## src/rtl/parity_frame_tx.sv

```systemverilog
// Serial frame transmitter with a parity bit.
//
// A frame is START (0), DATA_WIDTH data bits LSB first, one parity bit and
// STOP (1). Each bit is held for CLKS_PER_BIT clock cycles. The line idles
// high and is driven straight from a flop.
//
// Ports:
//   clk       clock; all state changes on the rising edge
//   rstn      synchronous active-low reset
//   tx_data   word to send; sampled only when tx_valid && tx_ready
//   tx_valid  tx_data holds a word to send
//   tx_ready  high in IDLE once out of reset; a word can be accepted this cycle
//   tx_out    serial line
//   busy      a frame is in progress
//   tx_done   high during the last cycle of STOP

module parity_frame_tx #(
    parameter int unsigned DATA_WIDTH   = 8,
    parameter int unsigned CLKS_PER_BIT = 4,
    parameter int unsigned ODD_PARITY   = 0
) (
    input  logic                  clk,
    input  logic                  rstn,
    input  logic [DATA_WIDTH-1:0] tx_data,
    input  logic                  tx_valid,
    output logic                  tx_ready,
    output logic                  tx_out,
    output logic                  busy,
    output logic                  tx_done
);

    // Both counters need at least one bit, even when the count is 1.
    localparam int unsigned CNT_W = (CLKS_PER_BIT > 1) ? $clog2(CLKS_PER_BIT) : 1;
    localparam int unsigned IDX_W = (DATA_WIDTH > 1) ? $clog2(DATA_WIDTH) : 1;

    localparam logic [CNT_W-1:0] CNT_LAST = CNT_W'(CLKS_PER_BIT - 1);
    localparam logic [IDX_W-1:0] IDX_LAST = IDX_W'(DATA_WIDTH - 1);
    localparam logic             PAR_INV  = (ODD_PARITY != 0);

    typedef enum logic [2:0] {
        StIdle,
        StStart,
        StData,
        StParity,
        StStop
    } state_e;

    state_e                  state_q, state_d;
    logic [CNT_W-1:0]        cnt_q, cnt_d;
    logic [IDX_W-1:0]        idx_q, idx_d;
    logic [DATA_WIDTH-1:0]   shift_q, shift_d;
    logic                    parity_q, parity_d;
    logic                    tx_out_q, tx_out_d;
    // Holds tx_ready low in the cycle following a reset edge.
    logic                    ready_en_q;

    logic bit_end;
    logic accept;

    assign bit_end  = (cnt_q == CNT_LAST);
    assign tx_ready = ready_en_q && (state_q == StIdle);
    assign accept   = tx_valid && tx_ready;
    assign busy     = (state_q != StIdle);
    assign tx_out   = tx_out_q;

    always_comb begin
        state_d  = state_q;
        cnt_d    = cnt_q + CNT_W'(1);
        idx_d    = idx_q;
        shift_d  = shift_q;
        parity_d = parity_q;
        tx_done  = 1'b0;

        case (state_q)
            StIdle: begin
                cnt_d = '0;
                if (accept) begin
                    shift_d  = tx_data;
                    parity_d = (^tx_data) ^ PAR_INV;
                    idx_d    = '0;
                    state_d  = StStart;
                end
            end
            StStart: begin
                if (bit_end) begin
                    cnt_d   = '0;
                    idx_d   = '0;
                    state_d = StData;
                end
            end
            StData: begin
                if (bit_end) begin
                    cnt_d = '0;
                    if (idx_q == IDX_LAST) begin
                        state_d = StParity;
                    end else begin
                        idx_d   = idx_q + IDX_W'(1);
                        shift_d = shift_q >> 1;
                    end
                end
            end
            StParity: begin
                if (bit_end) begin
                    cnt_d   = '0;
                    state_d = StStop;
                end
            end
            StStop: begin
                if (bit_end) begin
                    cnt_d   = '0;
                    tx_done = 1'b1;
                    state_d = StIdle;
                end
            end
            default: begin
                cnt_d   = '0;
                state_d = StIdle;
            end
        endcase

        // The line level is registered, so derive it from the state being entered.
        case (state_d)
            StStart:  tx_out_d = 1'b0;
            StData:   tx_out_d = shift_d[0];
            StParity: tx_out_d = parity_d;
            default:  tx_out_d = 1'b1;
        endcase
    end

    always_ff @(posedge clk) begin
        if (!rstn) begin
            state_q    <= StIdle;
            cnt_q      <= '0;
            idx_q      <= '0;
            shift_q    <= '0;
            parity_q   <= 1'b0;
            tx_out_q   <= 1'b1;
            ready_en_q <= 1'b0;
        end else begin
            state_q    <= state_d;
            cnt_q      <= cnt_d;
            idx_q      <= idx_d;
            shift_q    <= shift_d;
            parity_q   <= parity_d;
            tx_out_q   <= tx_out_d;
            ready_en_q <= 1'b1;
        end
    end

endmodule

```

## config.mk

```make
export PLATFORM = sky130hd
export DESIGN_NAME = parity_frame_tx
export DESIGN_NICKNAME = d
export VERILOG_FILES = /design/src/rtl/parity_frame_tx.sv
export SDC_FILE = /design/constraint.sdc
export NUM_CORES = 1
export LEC_CHECK = 0
export ABC_AREA = 1
export BUFFER_PORTS_ARGS = -buffer_cell sky130_fd_sc_hd__buf_2
export CORE_UTILIZATION = 35
export DETAILED_ROUTE_END_ITERATION = 8
export GPL_ROUTABILITY_DRIVEN = 0
export SLEW_MARGIN = 10
export SYNTH_ARGS = -nofsm -noshare
export SYNTH_HDL_FRONTEND = slang
export SYNTH_SLANG_ARGS = --single-unit
export TNS_END_PERCENT = 5
```

## constraint.sdc

```tcl
create_clock -name clk -period 4.4 [get_ports clk]
set_clock_uncertainty 0.05 [all_clocks]
set_input_delay 0.22 -clock clk [delete_from_list [all_inputs] [get_ports clk]]
set_output_delay 0.22 -clock clk [all_outputs]
set_load 0.05 [all_outputs]
```

==> results.yml, run 1 <==
floorplan:
  coreArea_sq_um: 3128
  die-area_sq_um: 3633
  chipWidth_um: 60.28
  boundaryPins: 15
  starting_density_of_the_core: 0.3800
  die_height_um: 60.28
  rows: 20
global_route:
  grt_overflow: 0
  antenna_violations_before_repair: 0
  grt_pass1_wl_um: 3822
  maximum_number_of_pins_on_one_net_before_global_route_repair: 14
  grt_usage: 0.1420
  number_of_global_route_vias_before_repair: 922
cells_and_area:
  design.final.nets: 224
  stdcell_area_sq_um: 1338
  number_of_antenna_cells_inserted: 0
  layout-drive-gt1-share: 0.1483
  area.growth.synth_to_final_pct: 12.53
  final_core_util: 0.4276
  fillerInstances: 347
synthesis:
  asyncSetResetFlopFracSynth: 0
  synth_warnings: 0
  synth_sequential_area_ratio: 0.3200
  edff_count_synth: 0
  syn_inst: 192
  mappedNetlistNets: 206
  post_synth_num_cell_types: 24
  ys_dominant_reg_cell: "sky130_fd_sc_hd__dfxtp_1"
  ys_seq_elements: 19
  syn_area_per_cell_sq_um: 6.191
  syn-cell-area_sq_um: 1189
detailed_routing:
  drt_wl_total_um: 2206
  route.detailed.vias_per_inst: 4.257
  routed_wire_length_per_instance_um: 8.719
  route.antenna.remaining_nets: 0
  detail_route.drc_violations: 0
  detailed_route_iter0_violations: 43
  firstDrtPassIters: 2
  vias: 1077
clock_network:
  clk_latency_ps: 300
  cts_sinks: 19
  buffer_cell_driving_the_clock_tree_root: "sky130_fd_sc_hd__clkbuf_4"
  clock_path_buffers: 2
  ctsResizeCount: 0
  cts-hold-fix-buffers: 0
  ctsHtreeMaxLevel: 1
  tritoncts: "done"
  cts_made_buffers: 3
  post_cts_setup_driven_buffer_insertion_count: 0
  clk_transition_reported_paths_ps: 110
timing:
  final_critical_path_setup_slack_ps: 2578
  fin_setup_tns_ps: 0
  slew_violations: 0
  layout_worst_path_cycle_share: 0.4140
  final_period_minus_worst_setup_slack_ps: 1822
  worst_slew_margin_rel: 0.7184
  unrepaired_setup_endpoints_after_global_routing: "false"
  tightestPinTransition_ps: 422.0
  final_hold_viol_count: 0
  fmax_ghz: 0.5490
  setup_violation_total_in_the_final_timing_report: 0
critical_path:
  timing_worst_setup_path_type: "reg -> out"
  worst_ep_required_time_ps: 4130
  timing.critical_path.from: "cnt_q[0]$_SDFF_PP0_"
  worst-r2r-setup-slack_ps: 2670
  r2r-end: "tx_out$_SDFF_PN1_"
  startpoint_type: "register"
  timing.critical_path.fanout_max: 7
  critPathArrivalTime_ps: 1550
  timing.rr.start: "idx_q[0]$_SDFFE_PN0P_"
  end_kind: "primary output"
  worstSetupEndpoint: "tx_done"
  worst_r2r_path_depth: 8
placed_design:
  place.detailed.hpwl_um: 1711
  placedInstanceArea_sq_um: 1310
  port_buffers: 14
  place_ws_ps: 2644
power:
  vdd_ir_drop_max_mv: 0.1498
  power-per-cell-area_nw_per_um2: 267.2
  leakage_uw: 0.0006729
job:
  maxCapViolations: 0
run_status:
  outcome: "complete, no violations"
worst_hold_path:
  timing.hold.worst.class: "in -> reg"
-- report_power, final --
group / switching (uW) / internal, uW
Combinational: 51.1 / 28.7
Clock: 56.8 / 33.9
Sequential: 5.38 / 182
Total: 113 / 244
-- worst min path at each step --
stage | from | to | depth (start not counted)
final | rstn | ready_en_q$_DFF_P_ | 1
after global routing | rstn | ready_en_q$_DFF_P_ | 1
after CTS | rstn | ready_en_q$_DFF_P_ | 1
after detailed placement | rstn | ready_en_q$_DFF_P_ | 1
after global placement | cnt_q[0]$_SDFF_PP0_ | cnt_q[0]$_SDFF_PP0_ | 1
after floorplan | rstn | ready_en_q$_DFF_P_ | 0
-- cell families (layout without fill, tap and decap cells) --
family,count (synthesis),count (layout),share of synthesized area
flops,19,19,0.3200
xor+xnor,1,1,0.007370
fa+ha+maj,3,3,0.03158
compound gates,19,19,0.09790
simple gates,111,111,0.4179
buf+inv,39,56,0.1253
-- registers in the layout (all words and copies together), names as in the netlist --
signal / count
shift_q: 8
idx_q: 3
state_q: 3
cnt_q: 2
parity_q: 1
ready_en_q: 1
tx_out: 1
-- per-layer routing --
metal | global-route usage | routed length [um] | up-vias
met2 | 0.2119 | 900 | 10
met4 | 0.07973 | 53 | 0
li1 | - | - | 620
met1 | 0.1940 | 1204 | 442
met5 | 0 | 0 | -
met3 | 0.01948 | 47 | 5
-- placed cells by master, fill, tap and decap left out, types with 2 or more instances in the layout --
cell / count
sky130_fd_sc_hd__nand2_1: 55
sky130_fd_sc_hd__nor2_1: 34
sky130_fd_sc_hd__inv_1: 33
sky130_fd_sc_hd__dfxtp_1: 19
sky130_fd_sc_hd__a21oi_1: 14
sky130_fd_sc_hd__buf_2: 14
sky130_fd_sc_hd__nand3_1: 7
sky130_fd_sc_hd__inv_2: 4
sky130_fd_sc_hd__nor3_1: 4
sky130_fd_sc_hd__nor2_4: 3
sky130_fd_sc_hd__ha_1: 3
sky130_fd_sc_hd__clkbuf_4: 3
sky130_fd_sc_hd__o21ai_0: 2
sky130_fd_sc_hd__nand4_1: 2
-- metrics by stage --
step | hold slack (ps) | total power, uW | std cells
floorplan | 197.7 | 250.0 | 192
global placement | 362.3 | 271.4 | 249
detailed placement | 366.5 | 271.3 | 249
CTS | 37.79 | 363.2 | 253
global route | 38.80 | 381.9 | 253
finish | 51.97 | 357.4 | 253
-- area by class of cell --
class                   instances  area (sq um)  area share
clock buffers                   3         22.52     0.01684
multi-input cells             134         659.4      0.4930
clock inverters                 1         5.005    0.003742
well taps                      44         55.05     0.04116
inverters                      38         145.1      0.1085
repair buffers                 14         70.07     0.05239
flip-flops and latches         19         380.4      0.2844
-- worst max-delay path: stages, from the launching register on --
cell and delay, ps:
sky130_fd_sc_hd__dfxtp_1 350, sky130_fd_sc_hd__ha_1 280, sky130_fd_sc_hd__inv_1 140, sky130_fd_sc_hd__nor3_1 190
sky130_fd_sc_hd__buf_2 290
-- Yosys cell counts (2+ instances only) --
cell type	instances	share of area
sky130_fd_sc_hd__nand3_1	7	0.029
sky130_fd_sc_hd__nor2_1	34	0.11
sky130_fd_sc_hd__ha_1	3	0.032
sky130_fd_sc_hd__dfxtp_1	19	0.32
sky130_fd_sc_hd__o21ai_0	2	0.0084
sky130_fd_sc_hd__nand4_1	2	0.011
sky130_fd_sc_hd__nand2_1	55	0.17
sky130_fd_sc_hd__nor3_1	4	0.017
sky130_fd_sc_hd__a21oi_1	14	0.059
sky130_fd_sc_hd__inv_1	33	0.10
sky130_fd_sc_hd__nor2_4	3	0.028
sky130_fd_sc_hd__inv_2	4	0.013
No activity file was read; power rests on OpenSTA's default activity.
==> inputs of run 2 (changes only) <==
- ABC_AREA: 1 -> 0
- clock period: 4.4 -> 1.6 ns (I/O delays scaled with it)
==> results.yml, run 2 <==
timing:
  worst_slew_margin_rel: 0.7093
  fin_setup_tns_ps: -443.1
  unrepaired_setup_endpoints_after_global_routing: "true"
  final_period_minus_worst_setup_slack_ps: 1701
  final_critical_path_setup_slack_ps: -101.3
  layout_worst_path_cycle_share: 1.063
  final_hold_viol_count: 1
  fmax_ghz: 0.5878
  setup_violation_total_in_the_final_timing_report: 11
  slew_violations: 0
  finalHoldWorstSlack_ps: -0.06159
  tightestPinTransition_ps: 425.0
clock_network:
  ctsHtreeMaxLevel: 1
  cts_sinks: 19
  tritoncts: "done"
  clk_transition_reported_paths_ps: 100
  buffer_cell_driving_the_clock_tree_root: "sky130_fd_sc_hd__clkbuf_4"
  cts_made_buffers: 3
  clock_path_buffers: 2
  clk_latency_ps: 290
floorplan:
  boundaryPins: 15
  rows: 18
  die_height_um: 54.09
  starting_density_of_the_core: 0.3765
  coreArea_sq_um: 2522
  chipWidth_um: 54.09
  die-area_sq_um: 2926
synthesis:
  synth_common_cells: "19 x sky130_fd_sc_hd__dfxtp_1, 13 x sky130_fd_sc_hd__nor2_1, 7 x sky130_fd_sc_hd__a222oi_1, 7 x sky130_fd_sc_hd__nand2_1, 7 x sky130_fd_sc_hd__xnor2_1"
  ys_dominant_reg_cell: "sky130_fd_sc_hd__dfxtp_1"
  synth_warnings: 0
  syn_inst: 100
  post_synth_main_area_contributors: "sky130_fd_sc_hd__dfxtp_1 40%, sky130_fd_sc_hd__a222oi_1 7.4%, sky130_fd_sc_hd__xnor2_1 6.5%, sky130_fd_sc_hd__nor2_1 5.1%, sky130_fd_sc_hd__ha_1 4.0%"
  ys_seq_elements: 19
  mappedNetlistNets: 114
  yosys.area.top_type_share: 0.4005
  post_synth_num_cell_types: 34
  syn-cell-area_sq_um: 949.7
  syn_area_per_cell_sq_um: 9.497
  synth_sequential_area_ratio: 0.4005
  asyncSetResetFlopFracSynth: 0
  edff_count_synth: 0
  synth_most_common_cell: "sky130_fd_sc_hd__dfxtp_1"
  synth_top_area_cell: "sky130_fd_sc_hd__dfxtp_1"
cells_and_area:
  final_core_util: 0.4861
  largest_register_ff_count: 8
  non_filler_cells_final: 154
  design.final.nets: 139
  largest_register: "shift_q"
  layout_common_cells: "16 x sky130_fd_sc_hd__dfxtp_1, 12 x sky130_fd_sc_hd__nor2_1, 11 x sky130_fd_sc_hd__buf_2, 10 x sky130_fd_sc_hd__buf_4"
  stdcell_area_sq_um: 1226
  area.growth.synth_to_final_pct: 29.12
  largestRegisters: "shift_q x8, idx_q x3, state_q x3"
  number_of_antenna_cells_inserted: 0
  fillerInstances: 255
  layout-drive-gt1-share: 0.3710
  layout_commonest_cell: "sky130_fd_sc_hd__dfxtp_1"
critical_path:
  timing_worst_setup_path_type: "reg -> reg"
  timing.critical_path.fanout_max: 3
  worst_ep_required_time_ps: 1720
  end_kind: "register"
  startpoint_type: "register"
  critPathArrivalTime_ps: 1820
placed_design:
  placedInstanceArea_sq_um: 1094
  dpl.cell_count: 148
  port_buffers: 14
  place.detailed.hpwl_um: 1407
power:
  power.share.combinational: 0.185
  power_report.internal_total_uw: 663.9
  sequentialPowerShare: 0.556
  vdd_ir_drop_max_mv: 0.7106
  clkPwrFrac: 0.259
  power-per-cell-area_nw_per_um2: 737.1
  leakage_uw: 0.0004925
  netSwitchingPower_uw: 239.9
  power.switching_fraction: 0.2654
  total_power_uw: 903.8
global_route:
  grt_usage: 0.1497
  antenna_violations_before_repair: 0
  number_of_global_route_vias_before_repair: 755
  maximum_number_of_pins_on_one_net_before_global_route_repair: 12
  grt_pass1_wl_um: 3201
  grt_overflow: 0
detailed_routing:
  detailroute.wirelength.met2_um: 892
  highest-signal-layer: "met4"
  detail_route.drc_violations: 0
  route.antenna.remaining_nets: 0
  routedLengthMet1_um: 835
  vias: 821
  route.detailed.vias_per_inst: 5.331
  route.met3.wl_um: 109
  routed_wire_length_per_instance_um: 11.95
  detailed_route_iter0_violations: 45
  firstDrtPassIters: 5
  drt_wl_total_um: 1841
job:
  maxCapViolations: 0
worst_hold_path:
  timing.hold.worst.class: "in -> reg"
run_status:
  failing_checks: "negative hold slack, negative setup slack"
  outcome: "finished, violations left"
-- run 2: changes by cell type after synthesis, sizes merged, moves of 7 or more --
cell,previous run,this run
a21oi,14,5
inv,38,4
nor2,37,13
a222oi,0,7
nand2,56,7
-- run 2: stage by stage --
stage / setup WS, ps / hold WS [ps]
6_report: -101.3 / -0.06159
5_1_grt: -232.3 / 0.8446
4_1_cts: -115.8 / 1.001
3_5_place_dp: -153.9 / 287.4
3_3_place_gp: -99.55 / 284.2
2_1_floorplan: -157.1 / 57.72
-- run 2: final timing paths --
path	end	start	cells after the start	slack, ps
max	tx_out$_SDFF_PN1_	idx_q[0]$_SDFFE_PN0P_	6	-100
min	shift_q[7]$_SDFFE_PN0P_	tx_data[7]	3	-0.06
max reg2reg	tx_out$_SDFF_PN1_	idx_q[0]$_SDFFE_PN0P_	6	-100
min reg2reg	cnt_q[0]$_SDFF_PP0_	cnt_q[0]$_SDFF_PP0_	1	380
-- run 2: what timing repair did --
action,4_1_cts,5_1_grt
cloned,0,0
hold buffers,1,0
pin swaps,8,1
hold endpoints to repair,1,0
gates resized for setup,13,7
endpoints found under the setup margin,14,15
setup buffers,1,0
-- run 2: cells by family after synthesis --
kind of cell	Yosys count	synth area share
and+or+nand+nor	36	0.2214
xor gates and xnor gates	7	0.06456
buffers and inverters	11	0.07245
adders and majority gates	3	0.03953
DFF	19	0.4005
AOI/OAI and AO/OA	21	0.1700
muxes	3	0.03162
-- run 2: final cells by class --
cell class	count	area, sq um	share of cell area
timing repair buffer	27	205.2	0.1673
clock inverter	1	5.005	0.004082
inverter	4	15.01	0.01224
sequential	19	386.6	0.3153
tap	30	37.54	0.03061
clock buffer	3	22.52	0.01837
multi-input combinational	70	554.3	0.4520
-- run 2: critical path: stages, from the launching register on --
cell and delay [ps]:
sky130_fd_sc_hd__dfxtp_2 370, sky130_fd_sc_hd__ha_4 140, sky130_fd_sc_hd__ha_4 120, sky130_fd_sc_hd__and3b_4 200, sky130_fd_sc_hd__and2_4 170, sky130_fd_sc_hd__a222oi_1 390, sky130_fd_sc_hd__a31oi_1 150
-- run 2: power by group through the flow --
stage               Clock (uW)  Sequential, uW  Combinational (uW)
CTS                        250             503                 161
floorplan                    0             515                 101
global route               275             505                 182
detailed placement           0             513                 152
finish                     234             502                 167
global placement             0             513                 151
-- run 2: layer usage --
layer | vias to the layer above | GRT usage
met5 | - | 0
met4 | 0 | 0.02564
met3 | 2 | 0.05085
met2 | 26 | 0.2469
met1 | 381 | 0.1899
li1 | 412 | -
